[config.mk]
export PLATFORM = sky130hd
export DESIGN_NAME = fetch_sequencer_flat
export DESIGN_NICKNAME = d
export VERILOG_FILES = /design/src/rtl/fetch_sequencer_if.sv /design/src/rtl/fetch_sequencer.sv /design/src/flat_wrapper.sv
export SDC_FILE = /design/constraint.sdc
export NUM_CORES = 1
export LEC_CHECK = 0
export CAP_MARGIN = 20
export CORE_AREA = 10 10 69 71
export DETAILED_ROUTE_END_ITERATION = 7
export DIE_AREA = 0 0 79 81
export PLACE_DENSITY = 0.82
export SLEW_MARGIN = 20
export SYNTH_ARGS = -nofsm -noshare
export SYNTH_HDL_FRONTEND = slang
export SYNTH_SLANG_ARGS = --single-unit
[constraint.sdc]
create_clock -name clk -period 2.6 [get_ports clk]
set_input_delay 0.65 -clock clk [delete_from_list [all_inputs] [get_ports clk]]
set_output_delay 0.65 -clock clk [all_outputs]
set_load 0.03 [all_outputs]
[src/rtl/fetch_sequencer_if.sv]
// Fetch-side bus for fetch_sequencer: instruction memory port, decode handshake and redirect.
// The sequencer takes the master modport.
interface fetch_sequencer_if #(
    parameter int unsigned ADDR_W  = 4,
    parameter int unsigned INSTR_W = 8
);
    logic [ADDR_W-1:0]  imem_addr;
    logic [INSTR_W-1:0] imem_instr;
    logic               out_valid;
    logic               out_ready;
    logic [INSTR_W-1:0] out_instr;
    logic [ADDR_W-1:0]  out_pc;
    logic               redirect_valid;
    logic [ADDR_W-1:0]  redirect_pc;

    modport master (
        output imem_addr,
        input  imem_instr,
        output out_valid,
        output out_instr,
        output out_pc,
        input  out_ready,
        input  redirect_valid,
        input  redirect_pc
    );

    modport slave (
        input  imem_addr,
        output imem_instr,
        input  out_valid,
        input  out_instr,
        input  out_pc,
        output out_ready,
        output redirect_valid,
        output redirect_pc
    );
endinterface

[src/rtl/fetch_sequencer.sv]
// Instruction fetch sequencer: walks the PC through a combinational instruction memory,
// buffers {instr, pc} in a 2-entry FIFO for decode, with start, redirect/flush and halt-on-opcode.
module fetch_sequencer #(
    parameter int unsigned       ADDR_W   = 4,
    parameter int unsigned       INSTR_W  = 8,
    parameter logic [ADDR_W-1:0] RESET_PC = '0,
    parameter logic [3:0]        HALT_OP  = 4'hF
) (
    input  logic              clk,
    input  logic              rst_n,
    input  logic              start,
    fetch_sequencer_if.master bus,
    output logic              halted,
    output logic              busy
);
    typedef enum logic [1:0] {
        IDLE  = 2'd0,
        FETCH = 2'd1,
        HALT  = 2'd2
    } state_t;

    state_t             state;
    logic [ADDR_W-1:0]  pc;
    logic [1:0]         count;
    logic               rd_ptr;
    logic               wr_ptr;
    logic [INSTR_W-1:0] instr_q [2];
    logic [ADDR_W-1:0]  pc_q    [2];

    logic pop;
    logic push;
    logic halt_hit;

    assign pop      = (count != 2'd0) && bus.out_ready;
    assign push     = (state == FETCH) && ((count != 2'd2) || pop);
    assign halt_hit = (bus.imem_instr[INSTR_W-1 -: 4] == HALT_OP);

    assign bus.imem_addr = pc;
    assign bus.out_valid = (count != 2'd0);
    // Head is forced to zero when empty so reset and flush leave a clean bus.
    assign bus.out_instr = bus.out_valid ? instr_q[rd_ptr] : '0;
    assign bus.out_pc    = bus.out_valid ? pc_q[rd_ptr]    : '0;

    // Control: state, pc, FIFO pointers and registered status flags.
    always_ff @(posedge clk) begin
        if (!rst_n) begin
            state  <= IDLE;
            pc     <= RESET_PC;
            count  <= 2'd0;
            rd_ptr <= 1'b0;
            wr_ptr <= 1'b0;
            halted <= 1'b0;
            busy   <= 1'b0;
        end else if (bus.redirect_valid) begin
            // Redirect beats push, pop, halt and start: flush and restart at the target.
            state  <= FETCH;
            pc     <= bus.redirect_pc;
            count  <= 2'd0;
            rd_ptr <= 1'b0;
            wr_ptr <= 1'b0;
            halted <= 1'b0;
            busy   <= 1'b1;
        end else begin
            if (push) begin
                pc     <= pc + 1'b1;
                wr_ptr <= ~wr_ptr;
            end
            if (pop) begin
                rd_ptr <= ~rd_ptr;
            end
            case ({push, pop})
                2'b10:   count <= count + 2'd1;
                2'b01:   count <= count - 2'd1;
                default: count <= count;
            endcase
            case (state)
                IDLE, HALT: begin
                    if (start) begin
                        state  <= FETCH;
                        halted <= 1'b0;
                        busy   <= 1'b1;
                    end
                end
                FETCH: begin
                    if (push && halt_hit) begin
                        state  <= HALT;
                        halted <= 1'b1;
                        busy   <= 1'b0;
                    end
                end
                default: begin
                    state  <= IDLE;
                    halted <= 1'b0;
                    busy   <= 1'b0;
                end
            endcase
        end
    end

    // Data: FIFO payload, written on push only and never reset.
    always_ff @(posedge clk) begin
        if (push) begin
            instr_q[wr_ptr] <= bus.imem_instr;
            pc_q[wr_ptr]    <= pc;
        end
    end
endmodule
[src/flat_wrapper.sv]
// flat-port wrapper written by rule: the top's interface ports become plain ports
module fetch_sequencer_flat 
#(
    parameter int unsigned       ADDR_W   = 4,
    parameter int unsigned       INSTR_W  = 8,
    parameter logic [ADDR_W-1:0] RESET_PC = '0,
    parameter logic [3:0]        HALT_OP  = 4'hF
)
  (clk, rst_n, start, halted, busy, bus_imem_addr, bus_imem_instr, bus_out_valid, bus_out_instr, bus_out_pc, bus_out_ready, bus_redirect_valid, bus_redirect_pc);
  fetch_sequencer_if #(.ADDR_W(ADDR_W), .INSTR_W(INSTR_W)) bus_i ();
  input  logic clk;
  input  logic rst_n;
  input  logic start;
  output logic halted;
  output logic busy;
  output wire logic [$bits(bus_i.imem_addr)-1:0] bus_imem_addr;
  input wire logic [$bits(bus_i.imem_instr)-1:0] bus_imem_instr;
  output wire logic [$bits(bus_i.out_valid)-1:0] bus_out_valid;
  output wire logic [$bits(bus_i.out_instr)-1:0] bus_out_instr;
  output wire logic [$bits(bus_i.out_pc)-1:0] bus_out_pc;
  input wire logic [$bits(bus_i.out_ready)-1:0] bus_out_ready;
  input wire logic [$bits(bus_i.redirect_valid)-1:0] bus_redirect_valid;
  input wire logic [$bits(bus_i.redirect_pc)-1:0] bus_redirect_pc;
  assign bus_imem_addr = bus_i.imem_addr;
  assign bus_i.imem_instr = bus_imem_instr;
  assign bus_out_valid = bus_i.out_valid;
  assign bus_out_instr = bus_i.out_instr;
  assign bus_out_pc = bus_i.out_pc;
  assign bus_i.out_ready = bus_out_ready;
  assign bus_i.redirect_valid = bus_redirect_valid;
  assign bus_i.redirect_pc = bus_redirect_pc;
  fetch_sequencer #(.ADDR_W(ADDR_W), .INSTR_W(INSTR_W), .RESET_PC(RESET_PC), .HALT_OP(HALT_OP)) u_core (.clk(clk), .rst_n(rst_n), .start(start), .bus(bus_i), .halted(halted), .busy(busy));
endmodule
* Word level (Yosys, flattened, before mapping)
Memory sizes are Yosys's and may differ from the RTL's. A register that Yosys moved wholly into a read port is not among the register bits.
Index checks and enable logic that the tools add are counted.
** Storage, ports and cells
- Flip-flop bits (word level) :: 12
- RAM bits :: 24
- Output and inout port bits :: 19
- Memories :: 2
** Operators by class
- $add $sub $neg :: 3
- Equality and inequality tests :: 10
- Multiplexer cells :: 22
- Bitwise gates (word level) :: 3
- Reduce and logical (&&, ||, !) cells :: 12
** Memories
- u_core.instr_q :: words 2, bits a word 8, rd ports 1, clocked after Yosys merged registers in 1, write ports 1, RTL line fetch_sequencer.sv:27 : logic [INSTR_W-1:0] instr_q [2];
- u_core.pc_q :: words 2, bits a word 4, rd ports 1, clocked after Yosys merged registers in 1, write ports 1, RTL line fetch_sequencer.sv:28 : logic [ADDR_W-1:0] pc_q [2];
** Operators with widths (number)
- $mux W1 :: 12
- $mux W4 :: 3
- $mux W8 :: 1
- $pmux W2 S2 :: 2
- $ne A2 B2 Y1 const B :: 3
- $ne A3 B3 Y1 const B :: 2
- $reduce_bool A2 Y1 :: 3
- $add A4 B1 Y4 const B :: 1
- $eq A2 B1 Y1 const B :: 2
- $eq A2 B2 Y1 const B :: 2
- $eq A4 B4 Y1 const B :: 1
- $mux W2 :: 2
- $pmux W1 S2 :: 2
- $reduce_and A2 Y1 :: 2
- $reduce_or A2 Y1 :: 2
- $logic_and A1 B1 Y1 :: 3
- $not A1 Y1 :: 3
- $add A2 B1 Y2 const B :: 1
- $logic_not A2 Y1 :: 1
- $sub A2 B1 Y2 const B :: 1
- $logic_or A1 B1 Y1 :: 1

* Longest topological paths before layout
Gate-level depths: netlist of run 1.
- Depth in word-level cells :: 8
- Mapped depth :: 7
- Mapped depth without buffers :: 6

* Least setup slack after synthesis of run 1
OpenSTA, ideal clock, no wires.
- Kind :: input port to flip-flop
- Start point :: input bus_out_ready
- End point :: register u_core.count[1]
- Library setup time :: 70 ps
- Data arrival time :: 1922 ps
- Path slack :: 608 ps
- Stages :: 6
- Path buffers :: 1
- Cell sequence :: or3b_1 -> buf_6 -> nand2_1 -> ha_1 -> or3_1 -> a21oi_1
** Between the ends
- Longest elaborated chain between the ends :: 5
- Elaborated cells between the ends (all ways) :: 7
- Those cells by class :: eq/ne: 2; mux: 1; reduce/logical: 4
** RTL lines
- start: declaration :: RTL line flat_wrapper.sv:21 : input wire logic [$bits(bus_i.out_ready)-1:0] bus_out_ready;
- $logic_and A1 B1 Y1 * :: RTL line fetch_sequencer.sv:34 : assign pop = (count != 2'd0) && bus.out_ready;
- $logic_or A1 B1 Y1 :: RTL line fetch_sequencer.sv:35 : assign push = (state == FETCH) && ((count != 2'd2) || pop);
- $logic_and A1 B1 Y1 :: RTL line fetch_sequencer.sv:35
- $eq A2 B1 Y1 or $eq A2 B2 Y1 (tied branches) :: RTL line fetch_sequencer.sv:71 : case ({push, pop})
- $pmux W2 S2 or $reduce_bool A2 Y1 (tied branches)
- end signal: assignment :: RTL line fetch_sequencer.sv:72 : 2'b10: count <= count + 2'd1;
- end signal: assignment :: RTL line fetch_sequencer.sv:73 : 2'b01: count <= count - 2'd1;
- end signal: assignment :: RTL line fetch_sequencer.sv:74 : default: count <= count;
- end: declaration :: RTL line fetch_sequencer.sv:24 : logic [1:0] count;
Mark *: on every way between the ends. The rest lies on a longest branch, timed or not.
A chain may end at the register's enable or synchronous reset.

==> results of run 1 <==
[flip-flops by register name, summed over array words and instances, names as in the netlist, named ones only]
| signal | cells |
|---|---|
| u_core.pc_q | 8 |
| u_core.busy | 1 |
| u_core.count | 2 |
| u_core.rd_ptr | 1 |
| u_core.bus.imem_addr | 4 |
| u_core.state | 2 |
| u_core.halted | 1 |
| u_core.wr_ptr | 1 |
| u_core.instr_q | 16 |
[worst min path at each step]
stage | from | to | cells past startpoint
after global placement | u_core.wr_ptr | u_core.wr_ptr | 2
after CTS | u_core.wr_ptr | u_core.wr_ptr | 2
after global routing | u_core.wr_ptr | u_core.wr_ptr | 2
after detailed placement | u_core.wr_ptr | u_core.wr_ptr | 2
after floorplan | u_core.wr_ptr | u_core.wr_ptr | 2
final | u_core.wr_ptr | u_core.wr_ptr | 2
[layout make-up]
cell class | count | share of cell area [%]
Clock buffer | 6 | 2.55
Sequential cell | 37 | 48.8
Tap cell | 48 | 2.99
Clock inverter | 2 | 0.435
Inverter | 5 | 0.933
Multi-Input combinational cell | 79 | 26.2
Timing Repair Buffer | 37 | 18.2
[Yosys cell counts (2+ instances only)]
library cell / count / area (µm²)
edfxtp_1: 24 / 721
nor2_1: 18 / 67.6
dfxtp_1: 13 / 260
mux2i_1: 12 / 120
a21oi_1: 6 / 30.0
o21ai_0: 6 / 30.0
inv_1: 5 / 18.8
nand2b_1: 4 / 25.0
a31oi_1: 3 / 18.8
nand2_1: 3 / 11.3
nand3_1: 3 / 15.0
ha_1: 2 / 25.0
nor2b_1: 2 / 12.5
o311a_1: 2 / 20.0
o31a_1: 2 / 17.5
or3_1: 2 / 12.5
xor2_1: 2 / 17.5
[power by group]
group | internal [mW] | total, mW | switching, mW
Sequential | 0.657 | 0.674 | 0.0175
Clock | 0.127 | 0.304 | 0.177
Combinational | 0.0810 | 0.180 | 0.0987
[worst max-delay path, cell delays in order (launching register included)]
cell and delay (ns):
dfxtp_1 0.32, buf_4 0.23, mux2i_1 0.12, nor2_1 0.11, clkdlybuf4s50_1 0.69
[routing by layer]
layer / part of all wire [%] / global-route usage (%)
met2: 44 / 15.7
met1: 43 / 10.4
met5: 0 / 0
met3: 11 / 6.07
met4: 1.2 / 3.23
[metrics by stage]
stage               cell area [µm²]  hold slack [ns]
floorplan                      1540            0.458
global placement               1940            0.465
detailed placement             1940            0.479
CTS                            2010            0.494
global route                   2010            0.533
finish                         2010            0.495
[logic make-up after synthesis]
| family | after synthesis | share of synthesized area (%) |
|---|---|---|
| compound gates | 21 | 8.54 |
| mux | 12 | 7.81 |
| fa+ha+maj | 2 | 1.63 |
| buf+inv | 8 | 2.52 |
| flops | 37 | 63.7 |
| xor+xnor | 3 | 1.71 |
| simple gates | 41 | 14.1 |
[layout by cell type, fill, tap and decap left out, types with 4 or more instances in the layout]
cell	count
a21oi_1	6
clkbuf_4	5
clkdlybuf4s50_1	35
dfxtp_1	13
edfxtp_1	24
inv_1	5
mux2i_1	12
nand2b_1	4
nor2_1	17
o21ai_0	6
==> impl_metrics.yaml, run 1 <==
status:
  status: "finished, final reports clean"
yosys:
  synth-edff-count: 24
  synth_ff_type: "edfxtp_1"
  async_reset_ff_share_pct: 0
  synth_cells: 124
  synth_warnings: 0
  synth_seq_area_share_pct: 63.7
  synth_seq_cells: 37
  syn_avg_cell_area_um2: 12.4
  synthesis.nets: 143
  ys_types: 32
  synth_area_um2: 1540
layout:
  nets: 184
  seq_area_um2: 981
  final_util_pct: 57.1
  diodes: 0
  area_growth_pct: 30.7
  layout-drive-gt1-share_pct: 7.83
  multiInputGateArea_um2: 527
  stdcell_count: 214
  nFillCells: 320
worst_setup_path:
  startpoint_type: "flop"
  critPathRequiredTime_ns: 1.95
  timing.rr.start: "u_core.state[0]"
  r2r_cells: 5
  r2r_setup_slack_ns: 0.72
  crit_arrival_ns: 1.81
  cp-end-kind: "output pin"
  crit_fanout: 12
  crit_type: "flop to output pin"
  reg2reg_to: "u_core.count[1]"
  crit_path_end: "bus_out_instr[5]"
grt:
  grt_overflow_total: 0
  grt_pass1_wl_mm: 4.95
  antenna_found_initial: 0
  grt_max_degree: 14
  grt_pass1_vias: 1098
  grt_usage_pct: 9.74
die:
  start_util_pct: 43.7
  dieHeight_um: 81
  ios: 36
  die_area_um2: 6400
  rows: 22
  die_w_um: 79
  core_area_um2: 3520
clock_network:
  cts.path.max_buffers: 2
  clock-root-buffer: "clkbuf_4"
  htree_levels: 2
  cts.sinks: 37
  cts_buffers: 5
  postCtsSetupRepairBufs: 0
  cts_tree: "built"
  clk_latency_ns: 0.33
  cts-hold-fix-buffers: 0
  clk_pin_slew_ns: 0.11
  cts_resized: 2
sta:
  setup_viol: 0
  fin_tns_setup_ns: 0
  period_share_pct: 94.4
  worst_slack_ns: 0.145
  finalCriticalPeriod_ns: 2.46
  fmax_ghz: 0.407
  worstMarginPinSlew_ns: 0.576
  rsz0062_at_grt: "no"
  max-slew-margin-rel_pct: 61.5
  drv_slew: 0
  hold_violations: 0
  fin_skew_ns: 0.00844
routing:
  final_antenna_net_count: 0
  num_vias: 1104
  via_per_inst: 5.16
  wl_mm: 3.09
  post-route-drc-count: 0
  drt-initial-drc-count: 64
  wl_per_cell_um: 14.4
  drt_pass1_iterations: 4
min_path:
  worst_hold_path_type: "flop to flop"
placed_design:
  dp_hpwl_mm: 2.34
  place_congestion: 0.802
  io_buffers: 35
  placed_cells: 206
  dp_slack_ns: 0.127
pwr:
  power.leakage_nw: 0.701
  power_mw: 1.16
  vdd_drop_max_uv: 303
  power_density_nw_per_um2: 576
run:
  cap_violations: 0
Note: power is estimated with default switching activity, not from simulation.
==> run 2, diff against run 1 <==
--- a/config.mk
+++ b/config.mk
@@ -5,11 +5,12 @@
 export SDC_FILE = /design/constraint.sdc
 export NUM_CORES = 1
 export LEC_CHECK = 0
+export ABC_AREA = 1
 export CAP_MARGIN = 20
 export CORE_AREA = 10 10 69 71
 export DETAILED_ROUTE_END_ITERATION = 7
 export DIE_AREA = 0 0 79 81
-export PLACE_DENSITY = 0.82
+export PLACE_DENSITY = 0.83
 export SLEW_MARGIN = 20
 export SYNTH_ARGS = -nofsm -noshare
 export SYNTH_HDL_FRONTEND = slang
==> run 2 against run 1 <==
Net effect:
- maximum frequency down 1.6%
- critical path depth unchanged
- synthesized area up 0.89%
- die area unchanged
- cell area up 2.9%
- register-to-register slack better by 0.32 ns
- via count up 6.6%
- clock skew down 0.0042 ns
- routed wire length up 5.1%
- critical path type unchanged
- critical endpoint is now bus_out_instr[7]
- largest cell class unchanged
- highest routed layer unchanged
==> impl_metrics.yaml, run 2 <==
clock_network:
  clk_latency_ns: 0.34
  cts-hold-fix-buffers: 0
  cts_buffers: 5
  cts_tree: "built"
  clock-root-buffer: "clkbuf_4"
  cts.path.max_buffers: 2
  cts.sinks: 37
  htree_levels: 2
  postCtsSetupRepairBufs: 0
  clk_pin_slew_ns: 0.11
layout:
  nets: 218
  layout-drive-gt1-share_pct: 13.0
  stdcell_count: 248
  top_register: "u_core.instr_q"
  largest_reg_flops: 16
  final_cell_mix: "nand2_1 (47), clkdlybuf4s50_1 (30), edfxtp_1 (24)"
  area_growth_pct: 33.3
  final_common_cell: "nand2_1"
  final_util_pct: 58.7
  diodes: 0
die:
  dieHeight_um: 81
  core_area_um2: 3520
  die_w_um: 79
  ios: 36
  rows: 22
  die_area_um2: 6400
  start_util_pct: 44.1
yosys:
  synth_area_um2: 1550
  async_reset_ff_share_pct: 0
  synth_seq_area_share_pct: 63.2
  synth_seq_cells: 37
  synth_common_cells: "nand2_1 (47), edfxtp_1 (24), a21oi_1 (22)"
  synth_cells: 156
  ys_types: 22
  yosys.area.top_type: "edfxtp_1"
  yosysTopAreaCellShare_pct: 46.4
  synth_ff_type: "edfxtp_1"
  synth-edff-count: 24
  synthesis.nets: 175
  synth.area.top_cells: "edfxtp_1 (46%), dfxtp_1 (17%), nand2_1 (11%)"
  synth_most_common_cell: "nand2_1"
  synth_warnings: 0
  syn_avg_cell_area_um2: 9.95
grt:
  antenna_found_initial: 0
  grt_usage_pct: 10.6
  grt_pass1_wl_mm: 5.32
  grt_overflow_total: 0
  grt_max_degree: 14
  grt_pass1_vias: 1197
sta:
  fin_tns_setup_ns: 0
  hold_violations: 0
  setup_viol: 0
  rsz0062_at_grt: "no"
  fin_skew_ns: 0.00427
  period_share_pct: 95.9
  fmax_ghz: 0.401
  finalCriticalPeriod_ns: 2.49
  worstMarginPinSlew_ns: 0.345
  drv_slew: 0
  max-slew-margin-rel_pct: 77.0
placed_design:
  placed_cells: 240
  place_congestion: 0.814
  dp_hpwl_mm: 2.40
  io_buffers: 35
routing:
  drt_pass1_iterations: 4
  final_antenna_net_count: 0
  wl_per_cell_um: 13.1
  via_per_inst: 4.75
  drt-initial-drc-count: 83
  post-route-drc-count: 0
  wl_mm: 3.25
  num_vias: 1177
status:
  status: "finished, final reports clean"
worst_setup_path:
  crit_path_top_delay_cell: "clkdlybuf4s50_1"
  crit_arrival_ns: 1.84
  max_stage_delay_ns: 0.69
  crit_type: "flop to output pin"
  critPathRequiredTime_ns: 1.95
  crit_fanout: 12
  path_cells: "buf_4 -> nand2_1 -> a21oi_1 -> clkdlybuf4s50_1"
  startpoint_type: "flop"
  cp-end-kind: "output pin"
run:
  cap_violations: 0
pwr:
  power.leakage_nw: 0.868
  power_mw: 1.24
  vdd_drop_max_uv: 297
  power_density_nw_per_um2: 600
min_path:
  worst_hold_path_type: "flop to flop"
run 2: cell type report:
cell class | count | area, µm²
timing repair buffer | 39 | 389
clock buffer | 5 | 37.5
sequential | 37 | 981
clock inverter | 3 | 41.3
inverter | 15 | 60.1
tap | 48 | 60.1
fill | 312 | 1450
multi-input combinational | 101 | 500
run 2: metrics by stage:
stage | cell area [µm²] | setup WS, ns | hold WS [ns]
after floorplan | 1550 | 0.800 | 0.461
after global placement | 1980 | 0.449 | 0.458
after detailed placement | 1980 | 0.365 | 0.455
after CTS | 2060 | 0.0328 | 0.475
after global routing | 2070 | 0.00339 | 0.490
final | 2070 | 0.106 | 0.475
run 2: timing repair:
item                       CTS  global route
resized for setup            1             5
setup endpoints to repair    1            10
pin swaps                    0             0
run 2: report_power, final:
part	switching, mW	internal [mW]
Clock	0.188	0.199
Sequential	0.0157	0.657
Combinational	0.106	0.0766
run 2: metal layers:
layer  vias up  share of wire, %  track usage [%]
li1        605                 -                -
met2        35                51             18.7
met3         9               7.1             4.42
met5         -                 0                0
met1       528                39             10.3
met4         0               2.6             6.45
run 2: path summary, 6_finish.rpt:
| kind | start | endpoint | slack [ns] | cells after the start |
|---|---|---|---|---|
| hold / removal | u_core.busy | u_core.busy | 0.47 | 2 |
| setup / recovery | flop | bus_out_instr[7] | 0.11 | 4 |
| setup reg to reg | u_core.count[0] | u_core.count[1] | 1.04 | 9 |
| hold reg to reg | u_core.busy | u_core.busy | 0.47 | 2 |
run 2: kinds of logic after synthesis:
group | Yosys count | synth area share [%]
AND/OR/NAND/NOR | 72 | 21.2
flip-flops | 37 | 63.2
AO/OA/AOI/OAI | 25 | 8.30
buffers and inverters | 18 | 4.59
XOR/XNOR | 2 | 1.13
adder cells (fa/ha/maj) | 2 | 1.61
run 2: critical path, delay by kind of cell (launching register included):
family / cells / cell delay [ns]
and+or+nand+nor: 1 / 0.06
AOI/OAI and AO/OA: 1 / 0.15
DFF: 1 / 0.39
buffers and inverters: 2 / 0.90
